File: src/rtl/bcd_pkg.sv
// Shared types and helpers for the sequential binary-to-BCD converter.
package bcd_pkg;

  typedef enum logic [1:0] {
    IDLE,
    SHIFT,
    DONE
  } state_e;

  localparam int unsigned DIGITS_DEF = 4;
  localparam int unsigned BCD_W      = 4 * DIGITS_DEF;

  // 10^n, used for the overflow threshold.
  function automatic longint unsigned pow10(input int unsigned n);
    longint unsigned r;
    r = 1;
    for (int unsigned i = 0; i < n; i++) begin
      r = r * 10;
    end
    return r;
  endfunction

endpackage

File: src/rtl/bcd_digit_adj.sv
// Double-dabble digit correction: add 3 to a BCD digit of 5 or more.
module bcd_digit_adj (
  input  logic [3:0] din,
  output logic [3:0] dout
);

  // 4-bit add, no carry out to the neighbouring digit.
  always_comb begin
    dout = (din >= 4'd5) ? din + 4'd3 : din;
  end

endmodule

File: src/rtl/bin2bcd_seq.sv
// Sequential binary-to-BCD converter, one shift-and-add-3 step per clock.
module bin2bcd_seq
  import bcd_pkg::*;
#(
  parameter int unsigned BIN_W  = 14,
  parameter int unsigned DIGITS = 4
) (
  input  logic                  CLK100MHz,
  input  logic                  RST,
  input  logic                  start,
  input  logic [BIN_W-1:0]      bin_in,
  output logic                  busy,
  output logic                  done,
  output logic [4*DIGITS-1:0]   bcd_out,
  output logic                  ovf
);

  localparam int unsigned BcdW  = 4 * DIGITS;
  localparam int unsigned IterW = $clog2(BIN_W + 1);
  localparam logic [BIN_W:0] OvfLim = (BIN_W + 1)'(pow10(DIGITS));

  state_e              state_q, state_d;
  logic [BIN_W-1:0]    shift_q, shift_d;
  logic [BcdW-1:0]     work_q, work_d;
  logic [BcdW-1:0]     work_adj;
  logic [IterW-1:0]    iter_q, iter_d;
  logic                ovf_pend_q, ovf_pend_d;
  logic [BcdW-1:0]     bcd_q, bcd_d;
  logic                ovf_q, ovf_d;

  for (genvar g = 0; g < DIGITS; g++) begin : g_adj
    bcd_digit_adj u_adj (
      .din  (work_q[4*g +: 4]),
      .dout (work_adj[4*g +: 4])
    );
  end

  // Next-state logic: capture in IDLE, one bit per SHIFT cycle, publish in DONE.
  always_comb begin
    state_d    = state_q;
    shift_d    = shift_q;
    work_d     = work_q;
    iter_d     = iter_q;
    ovf_pend_d = ovf_pend_q;
    bcd_d      = bcd_q;
    ovf_d      = ovf_q;
    unique case (state_q)
      IDLE: begin
        if (start) begin
          shift_d    = bin_in;
          work_d     = '0;
          iter_d     = IterW'(BIN_W);
          ovf_pend_d = ({1'b0, bin_in} >= OvfLim);
          state_d    = SHIFT;
        end
      end
      SHIFT: begin
        // Bits leaving the top digit are dropped, giving bin_in mod 10^DIGITS.
        {work_d, shift_d} = {work_adj, shift_q} << 1;
        iter_d            = iter_q - IterW'(1);
        if (iter_q == IterW'(1)) begin
          state_d = DONE;
        end
      end
      DONE: begin
        bcd_d   = work_q;
        ovf_d   = ovf_pend_q;
        state_d = IDLE;
      end
      default: state_d = IDLE;
    endcase
  end

  // Handshake outputs decoded from the current state.
  always_comb begin
    busy    = (state_q != IDLE);
    done    = (state_q == DONE);
    bcd_out = bcd_q;
    ovf     = ovf_q;
  end

  // State and datapath registers with synchronous reset.
  always_ff @(posedge CLK100MHz) begin
    if (RST) begin
      state_q    <= IDLE;
      shift_q    <= '0;
      work_q     <= '0;
      iter_q     <= '0;
      ovf_pend_q <= 1'b0;
      bcd_q      <= '0;
      ovf_q      <= 1'b0;
    end else begin
      state_q    <= state_d;
      shift_q    <= shift_d;
      work_q     <= work_d;
      iter_q     <= iter_d;
      ovf_pend_q <= ovf_pend_d;
      bcd_q      <= bcd_d;
      ovf_q      <= ovf_d;
    end
  end

endmodule

File: config.mk
export PLATFORM = sky130hd
export DESIGN_NAME = bin2bcd_seq
export DESIGN_NICKNAME = d
export VERILOG_FILES = /design/src/rtl/bcd_pkg.sv /design/src/rtl/bcd_digit_adj.sv /design/src/rtl/bin2bcd_seq.sv
export SDC_FILE = /design/constraint.sdc
export NUM_CORES = 1
export LEC_CHECK = 0
export CAP_MARGIN = 20
export CORE_MARGIN = 8
export CORE_UTILIZATION = 40
export DETAILED_ROUTE_END_ITERATION = 10
export GPL_ROUTABILITY_DRIVEN = 0
export PLACE_DENSITY = 0.61
export SKIP_CTS_REPAIR_TIMING = 1
export SYNTH_ARGS = -nofsm -noshare
export SYNTH_HDL_FRONTEND = slang
export SYNTH_SLANG_ARGS = --single-unit
File: constraint.sdc
create_clock -name CLK100MHz -period 1.7 [get_ports CLK100MHz]
set_input_delay 0.51 -clock CLK100MHz [delete_from_list [all_inputs] [get_ports CLK100MHz]]
set_output_delay 0.51 -clock CLK100MHz [all_outputs]
set_load 0.05 [all_outputs]
==> impl_metrics.yaml <==
clock_network:
  clk_pin_slew_worst_paths_ps: 90
  tritoncts: "done"
  clockBufferDepth: 2
  htreeDepth: 2
  cts_made_buffers: 5
  insertion_delay_ps: 300
  root_buffer: "clkbuf_8"
  clkSinkCount: 54
sta:
  worstMarginPinSlew_ps: 463
  rsz0062_at_grt: "true"
  hold_violations: 0
  fin_crit_sh_pct: 99.6
  maxSlewHeadroom_pct: 69.1
  setup_violations: 0
  fin_crit_ps: 1690
  max_freq_mhz: 591
  fin_skew_ps: 7.36
  hold_slack_ps: 479
  drv_slew: 0
min_path:
  worstHoldPathType: "reg -> reg"
  whs_path_depth: 2
  whs_endpoint: "shift_q[12]$_SDFFE_PP0P_"
  min_from: "shift_q[11]$_SDFFE_PP0P_"
global_routing:
  grt_pass1_vias: 1895
  grt-ovfl-total: 0
  grtUsageTotal_pct: 12.0
  grt_start_max_net_pins: 28
  antenna_found_initial: 0
  grt_pass1_wl_um: 8710
critical_path:
  worst-r2r-setup-slack_ps: 170
  r2r_cells: 6
  critPathCaptureType: "output pin"
  cp_max_fo: 6
  r2r-end: "work_q[2]$_SDFFE_PP0P_"
  critPathKind: "reg -> out"
  r2r_start: "work_q[1]$_SDFFE_PP0P_"
  required_ps: 1190
  worst_ep_arrival_time_ps: 1180
  critPathLaunchType: "flip-flop"
logic_synthesis:
  synth-seq-cells: 54
  synthArstFlopShare_pct: 0
  seq_area_frac_synth_pct: 44.4
  yosysTopAreaCellShare_pct: 44.4
  yosys_warnings: 0
  synth_edf_count: 0
  synth.area.top_cells: "dfxtp_1 (44%), nand2_1 (8.9%), a21oi_1 (5.5%), ha_1 (5.1%), nor2_1 (4.6%)"
  synth_nets: 315
  ys_types: 32
  yosysTopAreaCell: "dfxtp_1"
  ys.flop_type: "dfxtp_1"
  syn-instance-count: 288
  syn-cell-area_sq_mm: 0.00244
  syn_avg_cell_area_sq_um: 8.46
pwr:
  cellPowerDensity_mw_per_mm2: 784
  power_mw: 2.50
  p_leak_nw: 1.22
  vdd.ir_drop.worst_v: 0.000328
floorplan:
  die-area_sq_mm: 0.00884
  die_h_um: 94.0
  rows: 28
  die_w_um: 94.0
  io_pins: 36
  coreArea_sq_mm: 0.00592
  initial_core_util_pct: 41.1
route:
  vias_per_cell: 5.05
  ant_nets: 0
  wire_per_inst_um: 12.9
  drt-total-wl_um: 5170
  drc: 0
  vias: 2027
  drtPass1Iterations: 4
  drtIter0Drc: 59
layout:
  layout-drive-gt1-share_pct: 16.3
  area_growth_pct: 30.9
  diodes: 0
  fin_nets: 353
run_status:
  status: "completed"
run:
  cap_violations: 0
placement:
  dp_hpwl_um: 3750
  portBuffers: 35
[worst max-delay path, cell delays in order (launching register included)]
cell and delay, ps:
dfxtp_4 370, buf_6 120, or2_4 240, buf_12 150
[logic make-up (layout without fill, tap and decap cells)]
logic type	count (synthesis)	after routing	share of synthesized area [%]
AO/OA/AOI/OAI	67	67	19.3
flip-flops	54	54	44.4
multiplexers	4	4	1.64
AND/OR/NAND/NOR	116	116	20.6
adder cells (fa/ha/maj)	10	10	5.14
buffers and inverters	30	68	6.42
XOR/XNOR	7	7	2.52
[through the flow]
step / area [sq um] / instances / TNS [ps] / utilization [%] / setup WS [ps]
2_1_floorplan: 2440 / 288 / 0 / - / 154
3_3_place_gp: 3040 / 392 / -7310 / 51.3 / -364
3_5_place_dp: 3040 / 392 / -7620 / 51.3 / -364
4_1_cts: 3150 / 399 / -625 / 53.2 / -137
5_1_grt: 3190 / 401 / -25.0 / 53.8 / -25.0
6_report: 3190 / 401 / 0 / 53.8 / 6.68
[layer usage]
layer,vias up,global-route usage (%),part of all wire [%],routed length (um)
met3,2,2.64,5.5,283
met2,47,20.5,46,2390
li1,1053,-,-,-
met1,925,14.6,48,2470
met4,0,3.96,0.46,24
met5,-,0,0,0
[cell usage in the layout, fill, tap and decap left out, drive strengths merged]
cell type / instances
a211oi: 2
dfxtp: 54
nand3b: 2
nand4b: 1
bufinv: 1
nand2b: 7
buf: 33
a21oi: 27
xor2: 3
a221oi: 1
a22o: 11
xnor2: 4
ha: 10
clkinv: 1
a311oi: 13
nand3: 5
mux2i: 4
a22oi: 2
nor4: 1
nand2: 58
clkbuf: 6
o21ai: 11
nor2: 31
or2: 2
clkdlybuf4s50: 16
and3: 1
nor2b: 2
nor3: 6
inv: 11
[registers in the layout, indices dropped and copies added (netlist names)]
register,cells
bcd_out,16
work_q,16
shift_q,14
iter_q,4
state_q,2
ovf,1
ovf_pend_q,1
[worst max-delay path by stage]
stage	from	endpoint	slack, ps	cells past startpoint
after floorplan	state_q[0]$_SDFFE_PP0P_	done	150	5
after global placement	start	work_q[13]$_SDFFE_PP0P_	-360	5
after detailed placement	start	work_q[2]$_SDFFE_PP0P_	-360	5
after CTS	state_q[0]$_SDFFE_PP0P_	busy	-140	3
after global routing	state_q[0]$_SDFFE_PP0P_	busy	-20	3
final	state_q[0]$_SDFFE_PP0P_	busy	7	3
[area by class of cell]
cell class,instances,area [sq um]
clock buffers,6,82.6
clock inverters,1,30.0
fillers,563,2730
inverters,12,46.3
multi-input cells,204,1210
flip-flops and latches,54,1090
well taps,75,93.8
repair buffers,49,641
[power by group]
group | total (mW) | internal (mW) | switching (mW)
sequential | 1.34 | 1.31 | 0.0314
clock | 0.873 | 0.472 | 0.402
combinational | 0.285 | 0.132 | 0.153
total | 2.50 | 1.91 | 0.586
[Yosys cell counts (3+ instances only)]
library cell  count
clkbuf_1          5
buf_2             7
nor3_1            6
xor2_1            3
a311oi_2          4
mux2i_1           4
dfxtp_1          54
inv_1            11
nand2b_1          7
a22o_1           11
o21ai_0          11
ha_1             10
nand2_1          58
xnor2_1           4
buf_4             4
nor2_1           30
a311oi_1          9
a21oi_1          27
nand3_1           5
Power figures use the tool's default switching activity.
